$ cat config.mk
export PLATFORM = sky130hd
export DESIGN_NAME = hazard_ctrl_unit
export DESIGN_NICKNAME = d
export VERILOG_FILES = /design/src/rtl/pipeline_pkg.sv /design/src/rtl/hazard_ctrl_unit_sat_counter.sv /design/src/rtl/hazard_ctrl_unit.sv
export SDC_FILE = /design/constraint.sdc
export NUM_CORES = 1
export LEC_CHECK = 0
export CAP_MARGIN = 20
export CORE_MARGIN = 1.5
export CORE_UTILIZATION = 25
export CTS_CLUSTER_SIZE = 24
export DETAILED_ROUTE_END_ITERATION = 10
export GPL_TIMING_DRIVEN = 0
export SYNTH_ARGS = -nofsm -noshare
export SYNTH_HDL_FRONTEND = slang
export SYNTH_SLANG_ARGS = --single-unit
export TNS_END_PERCENT = 1
$ cat constraint.sdc
create_clock -name clock -period 3.5 [get_ports clock]
set_input_delay 0.7 -clock clock [delete_from_list [all_inputs] [get_ports clock]]
set_output_delay 0.7 -clock clock [all_outputs]
set_load 0.01 [all_outputs]
$ cat src/rtl/pipeline_pkg.sv
// Shared pipeline definitions: opcodes, instruction field positions and
// the hazard controller state encoding.
package pipeline_pkg;

    localparam logic [5:0] OP_RTYPE = 6'b000000;
    localparam logic [5:0] OP_BEQ   = 6'b000100;
    localparam logic [5:0] OP_SW    = 6'b101011;
    localparam logic [5:0] OP_LW    = 6'b100011;
    localparam logic [5:0] OP_ADDI  = 6'b001000;
    localparam logic [5:0] OP_ANDI  = 6'b001100;
    localparam logic [5:0] OP_J     = 6'b000010;

    localparam int OP_MSB = 31;
    localparam int OP_LSB = 26;
    localparam int RS_MSB = 25;
    localparam int RS_LSB = 21;
    localparam int RT_MSB = 20;
    localparam int RT_LSB = 16;

    typedef enum logic [1:0] {
        ST_RUN   = 2'd0,
        ST_STALL = 2'd1,
        ST_FLUSH = 2'd2
    } hz_state_e;

    // Only these formats actually read rt as a source operand.
    function automatic logic op_uses_rt(input logic [5:0] op);
        return (op == OP_RTYPE) || (op == OP_BEQ) || (op == OP_SW);
    endfunction

endpackage

$ cat src/rtl/hazard_ctrl_unit_sat_counter.sv
// Saturating up-counter used for the stall/flush performance counters.
module sat_counter #(
    parameter int CNT_W = 16
) (
    input  logic             clock,
    input  logic             reset,
    input  logic             inc,
    output logic [CNT_W-1:0] count
);

    logic [CNT_W-1:0] count_q;
    logic [CNT_W-1:0] count_d;

    always_comb begin
        count_d = count_q;
        if (inc && (count_q != {CNT_W{1'b1}})) begin
            count_d = count_q + CNT_W'(1);
        end
    end

    always_ff @(posedge clock or posedge reset) begin
        if (reset) begin
            count_q <= '0;
        end else begin
            count_q <= count_d;
        end
    end

    assign count = count_q;

endmodule

$ cat src/rtl/hazard_ctrl_unit.sv
// Pipeline hazard controller: load-use bubbles, branch/jump flushes and
// saturating performance counters. Outputs are Mealy (state + current inputs).
module hazard_ctrl_unit
    import pipeline_pkg::*;
#(
    parameter int LOAD_USE_STALL = 1,
    parameter int FLUSH_CYCLES   = 2,
    parameter int CNT_W          = 16
) (
    input  logic             clock,
    input  logic             reset,
    input  logic [31:0]      Instruction_ID,
    input  logic             MemRead_EX,
    input  logic [4:0]       rt_EX,
    input  logic             Branch_taken_MEM,
    input  logic             jump_ID,
    output logic             MUXCOntrol,
    output logic             ID_Flush,
    output logic             IF_Flush,
    output logic             PC_Write,
    output logic             IFID_Write,
    output logic [CNT_W-1:0] stall_cnt,
    output logic [CNT_W-1:0] flush_cnt
);

    localparam logic [1:0] STALL_RELOAD = 2'(LOAD_USE_STALL - 1);
    localparam logic [1:0] FLUSH_RELOAD = 2'(FLUSH_CYCLES - 1);

    hz_state_e   state_q;
    hz_state_e   state_d;
    logic [1:0]  rem_q;
    logic [1:0]  rem_d;

    logic [5:0]  opcode;
    logic [4:0]  rs;
    logic [4:0]  rt;
    logic        hz;
    logic        stall_inc;
    logic        flush_inc;

    assign opcode = Instruction_ID[OP_MSB:OP_LSB];
    assign rs     = Instruction_ID[RS_MSB:RS_LSB];
    assign rt     = Instruction_ID[RT_MSB:RT_LSB];

    // An all-zero instruction is a squashed slot and never creates a hazard.
    assign hz = MemRead_EX
              && (rt_EX != 5'd0)
              && (Instruction_ID != 32'd0)
              && ((rt_EX == rs) || (op_uses_rt(opcode) && (rt_EX == rt)));

    always_comb begin
        state_d    = state_q;
        rem_d      = rem_q;
        MUXCOntrol = 1'b0;
        ID_Flush   = 1'b0;
        IF_Flush   = 1'b0;
        PC_Write   = 1'b1;
        IFID_Write = 1'b1;
        stall_inc  = 1'b0;
        flush_inc  = 1'b0;

        case (state_q)
            ST_RUN, ST_STALL: begin
                if (Branch_taken_MEM) begin
                    ID_Flush  = 1'b1;
                    IF_Flush  = 1'b1;
                    flush_inc = 1'b1;
                    if (FLUSH_CYCLES > 1) begin
                        state_d = ST_FLUSH;
                        rem_d   = FLUSH_RELOAD;
                    end else begin
                        state_d = ST_RUN;
                        rem_d   = 2'd0;
                    end
                end else if ((state_q == ST_STALL) || hz) begin
                    MUXCOntrol = 1'b1;
                    PC_Write   = 1'b0;
                    IFID_Write = 1'b0;
                    stall_inc  = 1'b1;
                    if (state_q == ST_STALL) begin
                        rem_d = rem_q - 2'd1;
                        if (rem_q <= 2'd1) begin
                            state_d = ST_RUN;
                            rem_d   = 2'd0;
                        end
                    end else if (LOAD_USE_STALL > 1) begin
                        state_d = ST_STALL;
                        rem_d   = STALL_RELOAD;
                    end
                end else if (jump_ID) begin
                    IF_Flush  = 1'b1;
                    flush_inc = 1'b1;
                end
            end

            ST_FLUSH: begin
                // Squashed instructions are not allowed to stall or jump.
                ID_Flush = 1'b1;
                IF_Flush = 1'b1;
                if (Branch_taken_MEM) begin
                    flush_inc = 1'b1;
                    rem_d     = FLUSH_RELOAD;
                end else begin
                    rem_d = rem_q - 2'd1;
                    if (rem_q <= 2'd1) begin
                        state_d = ST_RUN;
                        rem_d   = 2'd0;
                    end
                end
            end

            default: begin
                state_d = ST_RUN;
                rem_d   = 2'd0;
            end
        endcase

        // Async reset must show its idle outputs immediately, not at the next edge.
        if (reset) begin
            MUXCOntrol = 1'b0;
            ID_Flush   = 1'b0;
            IF_Flush   = 1'b0;
            PC_Write   = 1'b1;
            IFID_Write = 1'b1;
            stall_inc  = 1'b0;
            flush_inc  = 1'b0;
        end
    end

    always_ff @(posedge clock or posedge reset) begin
        if (reset) begin
            state_q <= ST_RUN;
            rem_q   <= 2'd0;
        end else begin
            state_q <= state_d;
            rem_q   <= rem_d;
        end
    end

    sat_counter #(
        .CNT_W (CNT_W)
    ) u_stall_cnt (
        .clock (clock),
        .reset (reset),
        .inc   (stall_inc),
        .count (stall_cnt)
    );

    sat_counter #(
        .CNT_W (CNT_W)
    ) u_flush_cnt (
        .clock (clock),
        .reset (reset),
        .inc   (flush_inc),
        .count (flush_cnt)
    );

endmodule

==> impl_metrics.env <==
export IMPL_status="finished, final reports clean"
export IMPL_syn_area_um2=2110
export IMPL_finalHoldViolCount=0
export IMPL_switching_share=0.307
export IMPL_worstPathArrival_ps=2720
export IMPL_synthesis_nets=258
export IMPL_cpMaxStageDelayCell="or4_4"
export IMPL_p_int_mw=0.804
export IMPL_cts_hold_buf=0
export IMPL_finalWorstSetupSlack_ps=83.9
export IMPL_design_area_um2=3170
export IMPL_synthTopCellsByArea="dfrtp_1 43%, xnor2_1 9.5%, xor2_1 6.2%"
export IMPL_cp_depth=9
export IMPL_ir_worst_vdd_uv=240
export IMPL_setup_viol=0
export IMPL_rsz0062_at_grt="no"
export IMPL_synth_cell_types=40
export IMPL_final_util=0.386
export IMPL_syn_avg_cell_area_um2=9.88
export IMPL_num_fill_cells=842
export IMPL_io_pins=79
export IMPL_grt_total_usage=0.126
export IMPL_cts_buffers=5
export IMPL_area_growth_pct=50.1
export IMPL_drv_slew=0
export IMPL_drive_gt1_frac=0.102
export IMPL_cts_tree="built"
export IMPL_nets=348
export IMPL_grt_pass1_vias=1933
export IMPL_p_comb_frac=0.276
export IMPL_crit_chain="clkdlybuf4s50_1 -> nor4_2 -> a21oi_1 -> or4_4 -> a22oi_4 -> buf_6 -> nand2_2 -> buf_4 -> buf_4"
export IMPL_finalNonFillerCells=410
export IMPL_worstRegToRegCells=8
export IMPL_cp_required_ps=2800
export IMPL_grt_overflow=0
export IMPL_clock_sinks=36
export IMPL_dp_cells=397
export IMPL_antenna_found_initial=0
export IMPL_wl_per_cell_um=13.2
export IMPL_fin_tns_setup_ps=0
export IMPL_syn_inst=214
export IMPL_cts_path_max_buffers=2
export IMPL_clk_pin_slew_ps=70
export IMPL_place_area_um2=3030
export IMPL_slowest_delay_ps=560
export IMPL_root_buffer="clkbuf_8"
export IMPL_die_y_um=95.0
export IMPL_synth_top_flop_cell="dfrtp_1"
export IMPL_slew_limit_headroom=0.472
export IMPL_floorplan_initialDensity=0.257
export IMPL_power_mw=1.16
export IMPL_die_w_um=95.0
export IMPL_grt_pass1_wl_mm=8.80
export IMPL_period_minus_slack_ps=3420
export IMPL_synth_top_area_share=0.426
export IMPL_first_pass_iters=4
export IMPL_yosysWarnings=0
export IMPL_synth_edf_count=0
export IMPL_drc=0
export IMPL_hpwl_mm=4.08
export IMPL_vias=1954
export IMPL_dieArea_um2=9020
export IMPL_coreArea_um2=8220
export IMPL_port_buffers=78
export IMPL_end_kind="primary output"
export IMPL_wirelength_mm=5.42
export IMPL_layout_worst_path_cycle_share=0.976
export IMPL_synth_most_common_cell="dfrtp_1"
export IMPL_clk_latency_ps=290
export IMPL_place_ws_ps=-672
export IMPL_crit_path_max_fanout=3
export IMPL_pwr_share_clk=0.262
export IMPL_drv_cap=0
export IMPL_tightest_slew_ps=791
export IMPL_p_seq_frac=0.462
export IMPL_synth_seq_area_share=0.426
export IMPL_holdWs_ps=489
export IMPL_cp_buffers_inverters=4
export IMPL_async_reset_ff_frac=1.00
export IMPL_crit_family="simple AND/OR/NAND/NOR gates"
export IMPL_htreeDepth=2
export IMPL_insertedDiodeCount=0
export IMPL_p_sw_mw=0.357
export IMPL_critPathLaunchType="input port"
export IMPL_ys_seq_elements=36
export IMPL_row_count=33
export IMPL_drt_iter0_markers=59
export IMPL_skew_ps=6.24
export IMPL_ant_nets=0
export IMPL_grt_start_max_net_pins=40
export IMPL_hold_path_depth=1
export IMPL_gp_congestion=0.803
export IMPL_synth_largest_area_cell="dfrtp_1"
export IMPL_crit_type="in2out"
export IMPL_powerDensity_nw_per_um2=366
export IMPL_critPathMostFrequentCell="buf_4"
export IMPL_synthTopCellsByCount="36 x dfrtp_1, 23 x xnor2_1, 18 x nand2_1, 18 x nand3_1, 15 x xor2_1"
export IMPL_fmax_ghz=0.293
export IMPL_worstHoldPathType="reg2reg"
export IMPL_p_leak_nw=1.31
export IMPL_via_per_inst=4.77
-- power by group through the flow --
stage | sequential [mW] | clock (mW) | combinational (mW)
finish | 0.536 | 0.304 | 0.321
CTS | 0.537 | 0.317 | 0.325
detailed placement | 0.544 | 0 | 0.321
floorplan | 0.551 | 0 | 0.118
global route | 0.549 | 0.336 | 0.350
global placement | 0.544 | 0 | 0.317
-- logic make-up (layout without fill, tap and decap cells) --
group / Yosys count / after routing / synth area share
AO/OA/AOI/OAI: 30 / 30 / 0.118
XOR/XNOR: 38 / 38 / 0.157
adder cells (fa/ha/maj): 3 / 3 / 0.0166
buffers and inverters: 14 / 105 / 0.0296
flip-flops: 36 / 36 / 0.426
multiplexers: 2 / 2 / 0.0107
AND/OR/NAND/NOR: 91 / 91 / 0.242
-- cell type report --
class,count,area (um^2),share of cell area
well taps,105,131,0.0414
multi-input cells,164,1180,0.371
inverters,7,26.3,0.00828
clock inverters,2,10.0,0.00315
repair buffers,83,802,0.253
flip-flops and latches,36,901,0.284
plain buffers,7,42.5,0.0134
clock buffers,6,82.6,0.0260
-- per-layer routing --
layer  share of wire  vias up  track usage
met2            0.50       53        0.223
met4           0.018        0       0.0473
met3           0.051       10       0.0314
li1                -      961            -
met1            0.43      930        0.145
met5               0        -            0
-- state kept, by name, summed over array words and instances (netlist names) --
name and count:
u_flush_cnt.count 16, state_q 2, u_stall_cnt.count 16, rem_q 2
-- placed cells by master (no fill, tap or decap), drive strengths merged, types with 4 or more instances in the layout --
cell type,count
nor2,7
clkbuf,10
a21oi,7
a211oi,10
nand3,18
buf,11
nand2,19
xnor2,23
inv,7
nor4,8
nand4,8
xor2,15
nor3,4
and3,11
dfrtp,36
clkdlybuf4s50,71
-- path summary, 6_finish.rpt --
check / slack, ps / startpoint / end
max reg2reg: 940 / u_stall_cnt.count[0] / u_stall_cnt.count[1]
max in group asynchronous: 2000 / reset / u_stall_cnt.count[7]
min in group asynchronous: 980 / reset / rem_q[1]
min: 490 / u_stall_cnt.count[8] / u_stall_cnt.count[8]
min reg2reg: 490 / u_stall_cnt.count[8] / u_stall_cnt.count[8]
max: 80 / Instruction_ID[29] / PC_Write
-- repair_timing --
| item | CTS | global route |
|---|---|---|
| pin swaps | 3 | 0 |
| resized for setup | 16 | 6 |
| setup endpoints to repair | 4 | 3 |
| buffers inserted | 5 | 0 |
Power figures use the tool's default switching activity.
